<file path="src/rtl/adder_share_arbiter_64bit.sv">
// Purpose: time-shares one external 64-bit ripple-carry adder among NUM_REQ
//          requesters using a round-robin grant, holds the operands stable for
//          SETTLE_CYCLES so the carry chain settles, then returns a registered
//          sum, carry-out and requester ID on a single response channel.
// Ports:
//   clk        rising-edge clock
//   reset      asynchronous, active-high reset
//   req_valid  per-requester operand-valid
//   req_ready  one-hot grant, combinational from req_valid while idle
//   req_a      operand A, requester i at [64*i+63:64*i]
//   req_b      operand B, same packing
//   add_a      operand A driven to the shared adder (held until next accept)
//   add_b      operand B driven to the shared adder (held until next accept)
//   add_sum    sum from the shared adder
//   add_cout   carry-out from the shared adder
//   rsp_valid  response available
//   rsp_ready  consumer accepts the response
//   rsp_sum    registered sum
//   rsp_cout   registered carry-out
//   rsp_id     index of the requester served
//   busy       high whenever a request is in flight
module adder_share_arbiter_64bit #(
    parameter int unsigned NUM_REQ       = 4,
    parameter int unsigned SETTLE_CYCLES = 2
) (
    input  logic                    clk,
    input  logic                    reset,
    input  logic [NUM_REQ-1:0]      req_valid,
    output logic [NUM_REQ-1:0]      req_ready,
    input  logic [64*NUM_REQ-1:0]   req_a,
    input  logic [64*NUM_REQ-1:0]   req_b,
    output logic [63:0]             add_a,
    output logic [63:0]             add_b,
    input  logic [63:0]             add_sum,
    input  logic                    add_cout,
    output logic                    rsp_valid,
    input  logic                    rsp_ready,
    output logic [63:0]             rsp_sum,
    output logic                    rsp_cout,
    output logic [2:0]              rsp_id,
    output logic                    busy
);

    localparam int unsigned DATA_W = 64;
    localparam int unsigned ID_W   = 3;
    localparam int unsigned PTR_W  = $clog2(NUM_REQ);
    localparam int unsigned CNT_W  = $clog2(SETTLE_CYCLES + 1);

    typedef enum logic [1:0] {
        ST_IDLE   = 2'd0,
        ST_SETTLE = 2'd1,
        ST_RESP   = 2'd2
    } state_t;

    state_t             state;
    logic [PTR_W-1:0]   rr_ptr;
    logic [CNT_W-1:0]   cnt;

    logic               grant_found;
    logic [PTR_W-1:0]   grant_idx;
    logic [PTR_W-1:0]   scan_idx;

    // Round-robin search: first valid requester starting at rr_ptr.
    always_comb begin
        grant_found = 1'b0;
        grant_idx   = '0;
        scan_idx    = '0;
        for (int unsigned k = 0; k < NUM_REQ; k++) begin
            scan_idx = PTR_W'((32'(rr_ptr) + k) % NUM_REQ);
            if (!grant_found && req_valid[scan_idx]) begin
                grant_found = 1'b1;
                grant_idx   = scan_idx;
            end
        end
    end

    // Grant is only offered while idle and out of reset.
    assign req_ready = (state == ST_IDLE && !reset && grant_found)
                       ? (NUM_REQ'(1) << grant_idx) : '0;

    // Arbitration / settle / response sequencing with registered outputs.
    always_ff @(posedge clk or posedge reset) begin
        if (reset) begin
            state     <= ST_IDLE;
            rr_ptr    <= '0;
            cnt       <= '0;
            add_a     <= '0;
            add_b     <= '0;
            rsp_sum   <= '0;
            rsp_cout  <= 1'b0;
            rsp_id    <= '0;
            rsp_valid <= 1'b0;
            busy      <= 1'b0;
        end else begin
            case (state)
                ST_IDLE: begin
                    if (grant_found) begin
                        add_a  <= req_a[DATA_W*32'(grant_idx) +: DATA_W];
                        add_b  <= req_b[DATA_W*32'(grant_idx) +: DATA_W];
                        rsp_id <= ID_W'(grant_idx);
                        rr_ptr <= PTR_W'((32'(grant_idx) + 1) % NUM_REQ);
                        cnt    <= CNT_W'(SETTLE_CYCLES);
                        busy   <= 1'b1;
                        state  <= ST_SETTLE;
                    end
                end
                ST_SETTLE: begin
                    cnt <= cnt - CNT_W'(1);
                    // Last settle cycle: the carry chain has resolved.
                    if (cnt == CNT_W'(1)) begin
                        rsp_sum   <= add_sum;
                        rsp_cout  <= add_cout;
                        rsp_valid <= 1'b1;
                        state     <= ST_RESP;
                    end
                end
                ST_RESP: begin
                    if (rsp_ready) begin
                        rsp_valid <= 1'b0;
                        busy      <= 1'b0;
                        state     <= ST_IDLE;
                    end
                end
                default: begin
                    state <= ST_IDLE;
                end
            endcase
        end
    end

endmodule
</file>
<file path="config.mk">
export PLATFORM = sky130hd
export DESIGN_NAME = adder_share_arbiter_64bit
export DESIGN_NICKNAME = d
export VERILOG_FILES = /design/src/rtl/adder_share_arbiter_64bit.sv
export SDC_FILE = /design/constraint.sdc
export NUM_CORES = 1
export LEC_CHECK = 0
export CAP_MARGIN = 20
export CORE_AREA = 8 8 300 302
export CTS_CLUSTER_DIAMETER = 100
export DETAILED_ROUTE_END_ITERATION = 16
export DIE_AREA = 0 0 308 310
export PLACE_DENSITY_LB_ADDON = 0.08
export SYNTH_ARGS = -nofsm -noshare
export SYNTH_HDL_FRONTEND = slang
export SYNTH_SLANG_ARGS = --single-unit
</file>
<file path="constraint.sdc">
create_clock -name clk -period 13.2 [get_ports clk]
set_input_delay 2.64 -clock clk [delete_from_list [all_inputs] [get_ports clk]]
set_output_delay 2.64 -clock clk [all_outputs]
set_load 0.05 [all_outputs]
</file>
Yosys cells after proc, flatten, opt, wreduce, memory -nomap -nowiden
Index checks and enable logic that the tools add are counted.
{"block": "word_totals", "regBits": 203, "in_bits": 584, "out_inout_bits": 202, "elab_cells": 75}
{"block": "classes", "add_sub_neg": 5, "order_cmp": 4, "n_eq_ne": 6, "shift": 3, "n_mux": 28, "reduce_logical": 19}
{"operator": "256-bit by 9-bit indexed part select with 64-bit output", "count": 2}
{"operator": "2-bit two-way mux", "count": 8}
{"operator": "2-bit by 3-bit less-than comparator with 1-bit output (second input constant)", "count": 4}
{"operator": "1-bit two-way mux", "count": 11}
{"operator": "3-bit AND reduction", "count": 3}
{"operator": "1-bit binary-select mux with 2-bit select", "count": 4}
{"operator": "2-bit inequality test (second input constant)", "count": 3}
{"operator": "2-bit case mux with 3 select lines", "count": 1}
{"operator": "2-bit AND reduction", "count": 3}
{"operator": "2-bit nonzero test", "count": 3}
{"operator": "1-bit logical AND", "count": 5}
{"operator": "2-bit by 1-bit adder with 2-bit output (second input constant)", "count": 2}
{"operator": "2-bit adder (second input constant)", "count": 2}
{"operator": "2-bit by 1-bit == test with 1-bit output (second input constant)", "count": 2}
{"operator": "1-bit zero test", "count": 4}
{"operator": "4-bit two-way mux", "count": 1}
{"operator": "1-bit case mux with 2 select lines", "count": 2}
{"operator": "2-bit case mux with 2 select lines", "count": 1}
{"operator": "1-bit by 2-bit left shift with 4-bit output (first input constant)", "count": 1}
{"operator": "2-bit == test (second input constant)", "count": 1}
{"operator": "2-bit zero test", "count": 1}
{"operator": "2-bit by 1-bit subtractor with 2-bit output (second input constant)", "count": 1}

Longest topological paths before layout
{"block": "depth", "depth_word": 14, "depth_mapped": 8, "mapped_depth_nobuf": 4}

Worst setup path before layout
No wires, ideal clock.
{"block": "synth_path", "path_type": "input to output", "from": "input port reset", "to": "output port req_ready[1]", "arrival_time_ns": 7.783, "required_time_ns": 10.560, "setup_slack_ns": 2.777, "cell_stages": 2, "n_path_buf": 0, "path_cell_list": "inv_1 -> and3_1"}
{"block": "synth_between", "elab_chain_cells": 4}
{"item": "start: declaration", "line": "27", "text": "input logic reset,"}
{"item": "1-bit zero test (no source line)"}
{"item": "1-bit logical AND (2 in a row)", "line": "78", "text": "assign req_ready = (state == ST_IDLE && !reset && grant_found)"}
{"item": "4-bit two-way mux", "line": "79", "text": "? (NUM_REQ'(1) << grant_idx) : '0;"}
{"item": "end: declaration", "line": "29", "text": "output logic [NUM_REQ-1:0] req_ready,"}
Every way passes these cells.

Worst setup path in the final report
{"block": "layout_path", "from": "input port req_valid[1]", "to": "output port req_ready[2]"}
{"block": "layout_between", "elab_chain_cells": 14, "elab_cells_between_ends": 25, "classes_between": "shift: 1; mux: 17; reduce/logical: 7"}
{"item": "start: declaration", "line": "28", "text": "input logic [NUM_REQ-1:0] req_valid,"}
{"item": "1-bit binary-select mux with 2-bit select", "line": "70", "text": "if (!grant_found && req_valid[scan_idx]) begin"}
{"item": "1-bit two-way mux (not written as such)", "line": "70"}
{"item": "1-bit two-way mux", "line": "70"}
{"item": "1-bit zero test", "line": "70"}
{"item": "1-bit logical AND", "line": "70"}
{"item": "1-bit two-way mux", "line": "70"}
{"item": "1-bit zero test", "line": "70"}
{"item": "1-bit logical AND", "line": "70"}
{"item": "1-bit two-way mux", "line": "70"}
{"item": "1-bit zero test", "line": "70"}
{"item": "1-bit logical AND", "line": "70"}
{"item": "2-bit two-way mux or 1-bit two-way mux (tied branches)", "line": "70"}
{"item": "1-bit by 2-bit left shift with 4-bit output or 1-bit logical AND (tied branches)", "line": "79, 78"}
{"item": "4-bit two-way mux *", "line": "79"}
Mark *: on every way between the ends. The rest lies on a longest branch, timed or not. The select of a mux whose other input is x is not followed.

==> results.yml <==
worst_setup_path:
  critPathCaptureType: "output port"
  required_ns: 10.56
  worstPathArrival_ns: 5.61
  start_kind: "input port"
  worstPathMaxFanout: 64
  crit_type: "in -> out"
yosys:
  synth_ff_type: "dfrtp_1"
  synth_cell_types: 34
  syn-instance-count: 1258
  syn_area_mm2: 0.0114
  synth_edf_count: 0
  avgSynthCellArea_um2: 9.04
  ys_warn_count: 0
  syn_nets: 1843
  ys_async_sr_fraction_pct: 100
  synth.ff_latch_count: 203
  ys_seq_area_share_pct: 44.7
clock_network:
  clkLatencyLatePin_ns: 0.54
  clk_pin_slew_ns: 0.04
  root_buffer: "clkbuf_16"
  cts_resized: 0
  cts_tree: "built"
  cts_made_buffers: 34
  cts_buffer_depth: 3
  cts_sinks: 203
  cts_hold_buf: 0
  htree_levels: 2
  postCtsSetupRepairBufs: 0
detailed_routing:
  vias: 13711
  wl_um: 84800
  viasPerCell: 4.36
  routedWlPerCell_um: 27.0
  dr.pass1.iters: 7
  drt_iter0_drc: 868
  postRouteAntennaNets: 0
  drc: 0
sta:
  fin_worst_skew_ns: 0.0227
  hold_viol: 0
  maxSlewHeadroom_pct: 26.1
  fin_tns_setup_ns: 0
  rsz0062_at_grt: "no"
  worst_slew_pin_slew_ns: 1.11
  post-route-period-util_pct: 62.5
  setup_viol: 0
  max_freq_mhz: 121
  slew_violations: 0
  min_period_ns: 8.25
  worst_hold_slack_ns: 0.478
  fin_ws_ns: 4.95
layout:
  nets: 2531
  final_util_pct: 25.0
  fill_cells: 9348
  fin_area_mm2: 0.0214
  area_delta_synth_final_pct: 88.0
  layout.cells.non_filler: 3144
  drive_gt1_share_pct: 7.66
outcome:
  outcome: "finished, final reports clean"
place:
  io_buffers: 784
  hpwl_um: 61300
  place.gp.congestion: 0.837
  dpl.cell_count: 3064
  placed_cell_area_mm2: 0.0202
  post-place-ws_ns: 4.95
global_routing:
  grt_pass1_wl_um: 115000
  grt.total_usage_pct: 16.6
  grt.overflow.total: 0
  grt_max_degree: 99
  grt_pass1_vias: 14492
  grt_antenna_before_repair: 21
floorplan:
  fp.dieArea_mm2: 0.0955
  die-width_um: 308
  fp-row-count: 108
  io_pins: 786
  fp.dieH_um: 310
  start_util_pct: 13.3
  core_region_area_mm2: 0.0857
flow_run:
  cap_violations: 0
power_and_ir_drop:
  p_total_mw: 5.33
  total_leakage_power_nw: 8.14
  powerDensity_mw_per_mm2: 249
  ir_worst_vdd_uv: 115
worst_hold_path:
  worstHoldPathType: "reg -> reg"
-- flip-flops by register name, summed over array words and instances (netlist names) --
register   count
add_b         64
busy           1
rsp_sum       64
rsp_cout       1
rsp_id         2
rr_ptr         2
add_a         64
rsp_valid      1
state          2
cnt            2
-- critical path, stage by stage --
cell and delay (ns):
clkdlybuf4s50_1 0.62, nor3_1 0.31, a221o_4 0.75, nand2_1 0.18
nor3_1 0.20, clkdlybuf4s50_1 0.87
-- cell usage in the layout (no fill, tap or decap), drive strengths merged, types with 12 or more instances in the layout --
cell type	n
o21ai	134
nor2	136
nand2	12
diode	19
mux2	65
and3	129
a22oi	128
clkdlybuf4s50	782
clkbuf	52
buf	25
dfrtp	203
a31oi	256
-- per-layer routing --
metal	track usage, %	up-vias	wire, um
li1	-	6205	-
met1	18.6	6887	31900
met2	30.5	525	44700
met3	5.06	86	6480
met4	3.89	8	1570
met5	0	-	49
-- worst paths after layout --
check,from,to,slack (ns),cells past startpoint
worst max register to register,rr_ptr[1],add_a[21],9.72,6
worst min-delay path,rsp_id[0],rsp_id[0],0.48,2
max in group asynchronous,reset,add_b[45],9.13,3
worst min register to register,rsp_id[0],rsp_id[0],0.48,2
min in group asynchronous,reset,rr_ptr[1],2.79,2
worst max-delay path,req_valid[1],req_ready[2],4.95,6
-- kinds of logic (layout without fill, tap and decap cells) --
kind of cell    count (synthesis)  in the layout  synth area share, %
buf+inv                       160            872                 6.23
fa+ha+maj                       1              1                0.110
simple gates                  295            295                 13.1
flops                         203            203                 44.7
compound gates                533            533                 29.4
other cells                     1             20               0.0330
mux                            65             65                 6.43
-- power by group --
group	total, mW	switching [mW]	internal [mW]
sequential	1.13	0.185	0.948
clock	0.900	0.357	0.542
combinational	3.30	2.19	1.11
-- cell type report --
class	instances	area (um2)	area share (%)
repair buffers	807	8060	37.7
flip-flops and latches	203	5080	23.7
inverters	5	26.3	0.123
clock buffers	52	998	4.67
multi-input cells	895	5650	26.4
clock inverters	8	90.1	0.421
diodes	19	47.5	0.222
well taps	1155	1450	6.76
-- cell usage after synthesis, types with 2 or more instances --
library cell	instances	area share (%)
a31oi_1	256	14
dfrtp_1	203	45
nor2_1	136	4.5
o21ai_0	134	5.9
and3_1	129	7.1
a22oi_1	128	8.4
clkbuf_1	96	3.2
mux2_2	65	6.4
buf_2	43	1.9
buf_4	12	0.79
nand2_1	12	0.40
a21oi_1	7	0.31
inv_1	5	0.16
nor3_1	4	0.18
a21o_1	3	0.20
nor2b_1	3	0.16
buf_1	2	0.066
nand2b_1	2	0.11
nor3_2	2	0.18
or3_1	2	0.11
No activity file was read; power rests on OpenSTA's default activity.
